File: src/rtl/swan_cipher_core.sv
// swan_cipher_core
//   Iterative SWAN-style Feistel block cipher: one half-round per clock.
//   Decryption runs the key schedule backwards. It therefore needs the final
//   schedule state, which is either precomputed (PRECOMP, HALF_ROUNDS cycles)
//   or taken from a single-entry cache filled by the last precompute.
//
// Ports
//   clk, rst         clock, synchronous active-high reset
//   in_valid/ready   request handshake; in_ready == (state == IDLE)
//   mode             0 = encrypt, 1 = decrypt (sampled at accept)
//   key_reuse        decrypt: reuse the cached schedule if it is valid
//   inp, key         block (R = inp[0:S-1], L = inp[S:B-1]) and master key
//   out_valid/ready  result handshake; out = {R,L}, zero while !out_valid
//   busy             high in PRECOMP or ROUND
//
// Bit 0 of every ascending-range port is the MSB of the internal vectors.
// The round subkey is the top SIDE_SIZE bits of the key register. The
// schedule adds rd into the bottom SIDE_SIZE bits of the key register.
module swan_cipher_core #(
  parameter int          BLOCK_SIZE = 128,
  parameter int          KEY_SIZE   = 128,
  parameter int          ROUNDS     = 48,
  parameter int          PD         = 56,
  parameter logic [63:0] DELTA0     = 64'h9e3779b97f4a7c15
) (
  input  logic                  clk,
  input  logic                  rst,
  input  logic                  in_valid,
  output logic                  in_ready,
  input  logic                  mode,
  input  logic                  key_reuse,
  input  logic [0:BLOCK_SIZE-1] inp,
  input  logic [0:KEY_SIZE-1]   key,
  output logic                  out_valid,
  input  logic                  out_ready,
  output logic [0:BLOCK_SIZE-1] out,
  output logic                  busy
);

  localparam int SIDE_SIZE   = BLOCK_SIZE / 2;
  localparam int HALF_ROUNDS = 2 * ROUNDS;
  localparam int HR_W        = (HALF_ROUNDS > 2) ? $clog2(HALF_ROUNDS) : 1;
  localparam logic [SIDE_SIZE-1:0] DELTA   = SIDE_SIZE'(DELTA0);
  localparam logic [HR_W-1:0]      HR_LAST = HR_W'(HALF_ROUNDS - 1);
  localparam logic [HR_W-1:0]      HR_ONE  = HR_W'(1);

  if (((BLOCK_SIZE & (BLOCK_SIZE - 1)) != 0) || (BLOCK_SIZE < 64) || (BLOCK_SIZE > 256))
  begin : g_bad_block
    $error("swan_cipher_core: BLOCK_SIZE must be 64, 128 or 256");
  end
  if ((KEY_SIZE < BLOCK_SIZE) || ((KEY_SIZE != 128) && (KEY_SIZE != 256)))
  begin : g_bad_key
    $error("swan_cipher_core: KEY_SIZE must be 128 or 256 and >= BLOCK_SIZE");
  end
  if ((PD <= 0) || (PD >= KEY_SIZE) || (ROUNDS < 1)) begin : g_bad_sched
    $error("swan_cipher_core: PD must be in (0, KEY_SIZE) and ROUNDS >= 1");
  end

  typedef enum logic [1:0] {S_IDLE, S_PRECOMP, S_ROUND, S_DONE} state_t;

  function automatic logic [SIDE_SIZE-1:0] rotl(input logic [SIDE_SIZE-1:0] x, input int n);
    return (x << n) | (x >> (SIDE_SIZE - n));
  endfunction

  // linear diffusion
  function automatic logic [SIDE_SIZE-1:0] vartheta(input logic [SIDE_SIZE-1:0] x);
    return x ^ rotl(x, 1) ^ rotl(x, 7);
  endfunction

  // non-linear layer (AND of two rotations, Simon-like)
  function automatic logic [SIDE_SIZE-1:0] beta(input logic [SIDE_SIZE-1:0] x);
    return x ^ (rotl(x, 1) & rotl(x, 8)) ^ rotl(x, 2);
  endfunction

  // quarter-word rotation
  function automatic logic [SIDE_SIZE-1:0] rho(input logic [SIDE_SIZE-1:0] x);
    return rotl(x, SIDE_SIZE / 4);
  endfunction

  state_t                state;
  logic [HR_W-1:0]       hr_q;
  logic                  dec_q;
  logic [SIDE_SIZE-1:0]  r_q, l_q, rd_q;
  logic [KEY_SIZE-1:0]   k_q;
  logic                  cache_valid;
  logic [KEY_SIZE-1:0]   cache_k;
  logic [SIDE_SIZE-1:0]  cache_rd;

  // forward schedule step
  logic [SIDE_SIZE-1:0]  rd_fwd;
  logic [KEY_SIZE-1:0]   k_rot, k_fwd;
  assign rd_fwd = rd_q + DELTA;
  always_comb begin
    k_rot = (k_q >> PD) | (k_q << (KEY_SIZE - PD));
    k_fwd = k_rot;
    k_fwd[SIDE_SIZE-1:0] = k_rot[SIDE_SIZE-1:0] + rd_fwd;
  end

  // inverse schedule step: undo the add, rotate back left, step rd back
  logic [SIDE_SIZE-1:0]  rd_inv;
  logic [KEY_SIZE-1:0]   k_un, k_inv;
  assign rd_inv = rd_q - DELTA;
  always_comb begin
    k_un = k_q;
    k_un[SIDE_SIZE-1:0] = k_q[SIDE_SIZE-1:0] - rd_q;
    k_inv = (k_un << PD) | (k_un >> (KEY_SIZE - PD));
  end

  // Encrypt uses the subkey of the current state and then steps forward.
  // Decrypt steps back first and uses that subkey, so it walks the
  // encrypt subkeys in reverse order.
  logic [SIDE_SIZE-1:0]  sk, x, d, r_nxt, l_nxt;
  logic                  x_is_l;
  assign sk     = dec_q ? k_inv[KEY_SIZE-1 -: SIDE_SIZE] : k_q[KEY_SIZE-1 -: SIDE_SIZE];
  // enc: odd hr -> F(L) into R; dec: odd hr -> F(R) into L
  assign x_is_l = hr_q[0] ^ dec_q;
  assign x      = x_is_l ? l_q : r_q;
  assign d      = rho(vartheta(beta(vartheta(x) ^ sk)));
  assign r_nxt  = x_is_l ? (r_q ^ d) : r_q;
  assign l_nxt  = x_is_l ? l_q : (l_q ^ d);

  logic use_cache;
  assign use_cache = mode && key_reuse && cache_valid;

  always_ff @(posedge clk) begin
    if (rst) begin
      state       <= S_IDLE;
      in_ready    <= 1'b1;
      busy        <= 1'b0;
      out_valid   <= 1'b0;
      out         <= '0;
      hr_q        <= '0;
      cache_valid <= 1'b0;
    end else begin
      case (state)
        S_IDLE: begin
          if (in_valid) begin
            dec_q    <= mode;
            r_q      <= inp[0:SIDE_SIZE-1];
            l_q      <= inp[SIDE_SIZE:BLOCK_SIZE-1];
            hr_q     <= HR_LAST;
            in_ready <= 1'b0;
            busy     <= 1'b1;
            if (use_cache) begin
              k_q   <= cache_k;
              rd_q  <= cache_rd;
              state <= S_ROUND;
            end else begin
              k_q   <= key;
              rd_q  <= '0;
              state <= mode ? S_PRECOMP : S_ROUND;
            end
          end
        end
        S_PRECOMP: begin
          k_q  <= k_fwd;
          rd_q <= rd_fwd;
          if (hr_q == '0) begin
            cache_k     <= k_fwd;
            cache_rd    <= rd_fwd;
            cache_valid <= 1'b1;
            hr_q        <= HR_LAST;
            state       <= S_ROUND;
          end else begin
            hr_q <= hr_q - HR_ONE;
          end
        end
        S_ROUND: begin
          r_q  <= r_nxt;
          l_q  <= l_nxt;
          k_q  <= dec_q ? k_inv : k_fwd;
          rd_q <= dec_q ? rd_inv : rd_fwd;
          if (hr_q == '0) begin
            state     <= S_DONE;
            busy      <= 1'b0;
            out_valid <= 1'b1;
            out       <= {r_nxt, l_nxt};
          end else begin
            hr_q <= hr_q - HR_ONE;
          end
        end
        S_DONE: begin
          if (out_ready) begin
            state     <= S_IDLE;
            out_valid <= 1'b0;
            out       <= '0;
            in_ready  <= 1'b1;
          end
        end
        default: state <= S_IDLE;
      endcase
    end
  end

endmodule

File: config.mk
export PLATFORM = sky130hd
export DESIGN_NAME = swan_cipher_core
export DESIGN_NICKNAME = d
export VERILOG_FILES = /design/src/rtl/swan_cipher_core.sv
export SDC_FILE = /design/constraint.sdc
export NUM_CORES = 2
export LEC_CHECK = 0
export CAP_MARGIN = 30
export CORE_MARGIN = 5
export CORE_UTILIZATION = 40
export DETAILED_ROUTE_END_ITERATION = 8
export GPL_TIMING_DRIVEN = 1
export MAX_ROUTING_LAYER = met4
export SYNTH_ARGS = -nofsm -noshare
export SYNTH_HDL_FRONTEND = slang
export SYNTH_SLANG_ARGS = --single-unit
File: constraint.sdc
create_clock -name clk -period 35.9 [get_ports clk]
set_input_delay 8.975 -clock clk [delete_from_list [all_inputs] [get_ports clk]]
set_output_delay 8.975 -clock clk [all_outputs]
set_load 0.02 [all_outputs]
## Word-level counts from Yosys, hierarchy flattened

Index checks and enable logic that the tools add are counted.

- Register bits: 654
- Latch bits: 0
- RAM bits: 0
- ROM bits: 0
- Bits of input ports: 262
- Logic and storage cells: 106
- Memories: 0

- Add/sub/neg operators: 5
- Multipliers: 0
- Divide/modulo/power cells: 0
- $lt $le $gt $ge: 0
- Equality and inequality tests: 8
- Shift operators: 0
- Multiplexer cells: 39
- Bitwise gates (word level): 22
- Reductions and logical operators: 18

Operators by type and width:

| cell | count |
|---|---|
| $mux W128 | 5 |
| $mux W64 | 9 |
| $xor A64 B64 Y64 | 9 |
| $pmux W128 S3 | 1 |
| $pmux W128 S2 | 1 |
| $pmux W64 S2 | 2 |
| $or A64 B1 Y64 | 3 |
| $pmux W64 S3 | 1 |
| $or A128 B56 Y128 | 1 |
| $or A64 B7 Y64 | 2 |
| $or A72 B128 Y128 | 1 |
| $add A64 B64 Y64 | 1 |
| $add A64 B64 Y64 const B | 1 |
| $and A64 B64 Y64 | 1 |
| $or A64 B16 Y64 | 1 |
| $or A64 B2 Y64 | 1 |
| $or A64 B8 Y64 | 1 |
| $sub A64 B64 Y64 | 1 |
| $sub A64 B64 Y64 const B | 1 |
| $reduce_and A3 Y1 | 8 |
| $mux W7 | 3 |
| $pmux W7 S3 | 1 |
| $mux W2 | 6 |
| $ne A2 B2 Y1 const B | 5 |
| 15 further kinds | 26 |

## Logic depth before layout (Yosys ltp)

- Depth after elaboration: 18
- Depth in mapped cells: 28
- Depth with buffers taken out: 26

## Worst setup path after synthesis

Ideal clock, no wire load.

- Kind: input-to-reg
- Start point: in rst
- End point: reg cache_k[0], enable pin
- Arrival time: 23113 ps
- Data required time: 34881 ps
- Slack: 11769 ps
- Stages: 2
- Buffers on the path: 1
- Path through: clkbuf_1 -> nor3b_1

- Cells in the longest elaborated chain, start to end: 2

RTL lines:

| item | RTL line | source |
|---|---|---|
| start, declared | 27 | `input logic rst,` |
| $not A1 Y1 (no source line) | -- |  |
| $reduce_and A3 Y1 (no source line) | -- |  |
| end signal, assigned | 159 | `cache_k <= k_fwd;` |
| end, declared | 86 | `logic [KEY_SIZE-1:0] cache_k;` |

Every way passes these cells.
A chain may end at the register's enable or synchronous reset.

## Final worst setup path

- Start point: in mode
- End point: reg k_q[53], data pin

- Cells in the longest elaborated chain, start to end: 5

RTL lines:

| item | RTL line | source |
|---|---|---|
| start, declared | 30 | `input logic mode,` |
| $logic_and A1 B1 Y1 (2 in a row) | 123 | `assign use_cache = mode && key_reuse && cache_valid;` |
| $mux W128 | 144 | `if (use_cache) begin` |
| $mux W128 | 137 | `if (in_valid) begin` |
| $pmux W128 S3 | 135 | `case (state)` |
| end signal, assigned | 145 | `k_q <= cache_k;` |
| end signal, assigned | 149 | `k_q <= key;` |
| end signal, assigned | 156 | `k_q <= k_fwd;` |
| end, declared | 84 | `logic [KEY_SIZE-1:0] k_q;` |

Every way passes these cells. The select of a mux whose other input is x is not followed.

==> impl_results.md <==
- Crit path max-delay cell type: and3_4
- Via density: 6.19
- Register-to-Register Path Depth: 24
- DP HPWL: 167000 µm
- Post-synthesis sequential area ratio: a little over a third
- Die Height: 364 µm
- Final Hold Viols: 0
- Worst Hold Endpoint: out[1]
- Clk_lat worst skew: 690 ps
- Top post-synthesis cells by area: edfxtp_1, xnor2_1, nand2_1
- Post-Synth XOR/XNOR Area: 15.2%
- Synth unique cells: about 120
- Mapped cell area: 50200 µm²
- Compound-Gate Fraction of Synth Area: 20.6%
- CP Data Required Time: 36310 ps
- Post-CTS setup buffers: 0
- Post-synth top area cell: edfxtp_1
- Die ar.: between 100000 and 150000 µm²
- Endpoint class of the critical path: flop
- Antenna-violating nets left: 0
- Width of the chip: 364 µm
- Core area: ~130000 µm²
- Final Critical Period: 12070 ps
- Largest net degree at the start of global routing: 140
- Antenna violations before repair: 7
- # IOs: 393
- Reg clk slew, reported paths: 50 ps
- Yosys synthesis warning count: 0
- Remaining global-route overflow: 0
- Max clock buf depth: 3
- F_max: 82.8 MHz
- Setup TNS: 0 ps
- Primary FF master, synth: edfxtp_1
- Fin crit share: about a third
- Post-CTS sizing: 0
- Commonest non-fill, non-tap cell in the layout: nand2_1
- HP Class: reg -> reg
- Area share of the leading cell type in the synthesized netlist: 30.7%
- Port Buffers: between 300 and 400
- Final setup fails: 0
- GP Congestion: 1.02
- Max Cap Viol: 0
- Fill count: between 10000 and 15000
- Final wirelength: 219000 µm
- Pre-antenna DRT Iters: 8
- # hold bufs at CTS: 0
- #FFs+latches synth: between 600 and 700
- Area growth, synth to finish: 15.3%
- CTS Sinks: 654
- Share of flip-flops with an asynchronous set or reset: 0%
- CP Launch Type: input port
- H-tree depth: 3
- Starting density of the core: approximately two fifths
- Slew HR: a little under a quarter
- Reg2reg setup slack: 28070 ps
- CTS tree: built
- Worst Tran Pin Value: 1120 ps
- Drt drc: 0
- Global-route wire length before repair: roughly 310000 µm
- Drt initial violations: a little over 6000
- Mux contribution to synthesized area: about 2.8%
- Worst r2r src: rd_q[0]
- Crit-path most repeated cell: buf_4
- Synth Area in Simple Gates: about 17%
- Critical path type: in -> reg
- Most frequent cells in the layout: nand2_1, edfxtp_1, nor2_1, a21oi_1, xnor2_1
- Per-cell routed wire length: slightly below 30 µm
- Slew Limit Fails: 0
- CP Cell Sequence: clkdlybuf4s50_1, and3_4, buf_4, buf_4, mux2i_1, o22ai_1, o22a_1
- Syn Nets: 6085
- Worst hold start: out[1]
- Vias in the first global route: 43643
- Cells after Synth: 5682
- Worst Hold Depth: 2
- Post-synth EDFFs: 513
- Largest family of logic cells by synthesized area: compound AO/OA/AOI/OAI gates
- Num CTS Buffers: 78
- Clock skew: 42.5 ps
- Final nets: 6242
- Rows: 130
- Layout cells sized above 1: 5.97%
- Reg-to-Reg End: k_q[61]
- Synth Area in Adders: 3.54%
- Vias: 46787
- Total track usage: between 30 and 40%
- Run status: completed
- Max incr delay on CP: 750 ps
- CTS Root Cell: clkbuf_16
- Crit path DAT: about 12000 ps
- RSZ-0062 raised after global routing: no
- Synth Area per Inst: 8.83 µm²
- Max FO, Critical Path: 57
through the flow:
stage               area, µm²  hold WS [ps]  worst slack [ps]  instances  utilization (%)
floorplan               50200           458             11770       5682                -
global placement        55200           436             23270       7402             44.2
detailed placement      55300           444             23210       7408             44.2
CTS                     57800           452             23910       7548             46.2
global route            57900           468             23730       7552             46.3
finish                  57900           450             23830       7555             46.3
how the worst max path moves through the flow:
stage	start	endpoint	slack, ps	cells past startpoint
floorplan	rst	cache_k[0]	11770	2
global placement	mode	k_q[53]	23270	7
detailed placement	mode	k_q[53]	23210	7
CTS	mode	k_q[53]	23910	7
global route	mode	k_q[53]	23730	7
finish	mode	k_q[53]	23830	7
area by class of cell:
cell class	instances	area [µm²]	share of cell area [%]
well taps	1650	2060	3.57
multi-input cells	4516	30100	51.9
flip-flops and latches	654	18200	31.5
clock buffers	96	2040	3.53
repair buffers	456	4510	7.79
diodes	6	15.0	0.0259
clock inverters	44	467	0.806
inverters	133	507	0.875
sequential cells by signal, summed over array words and instances, names as in the netlist, 2 cells and up:
register	flops
cache_rd	64
k_q	128
cache_k	128
l_q	64
r_q	64
out	128
hr_q	7
rd_q	64
state	2
cell families after synthesis:
| group | Yosys count |
|---|---|
| AND/OR/NAND/NOR | 1908 |
| adder cells (fa/ha/maj) | 141 |
| flip-flops | 654 |
| multiplexers | 134 |
| AO/OA/AOI/OAI | 1601 |
| XOR/XNOR | 732 |
| buffers and inverters | 512 |
per-layer routing:
| layer | part of all wire, % | global-route usage, % | up-vias |
|---|---|---|---|
| li1 | - | - | 21037 |
| met1 | 41 | 42.6 | 22730 |
| met2 | 44 | 48.3 | 2596 |
| met3 | 9.0 | 5.00 | 424 |
| met4 | 6.5 | 17.5 | 0 |
| met5 | 0 | - | - |
worst max-delay path: cells and delay by family:
kind	cells	cell delay, ps
and+or+nand+nor	1	750
AOI/OAI and AO/OA	2	340
muxes	1	330
buffers and inverters	3	1920
synthesized netlist by cell type (89+ instances only):
master	count
nand2_1	772
edfxtp_1	513
nor2_1	478
a21oi_1	447
xnor2_1	441
o21ai_0	312
clkbuf_1	281
xor2_1	196
a31oi_1	150
dfxtp_1	141
ha_1	139
nand3_1	131
inv_1	130
nor3_1	115
mux2i_1	89
Power is left out: the tool's default activity adds up to more than one toggle a clock period on the data nets, which glitch-free logic cannot reach.
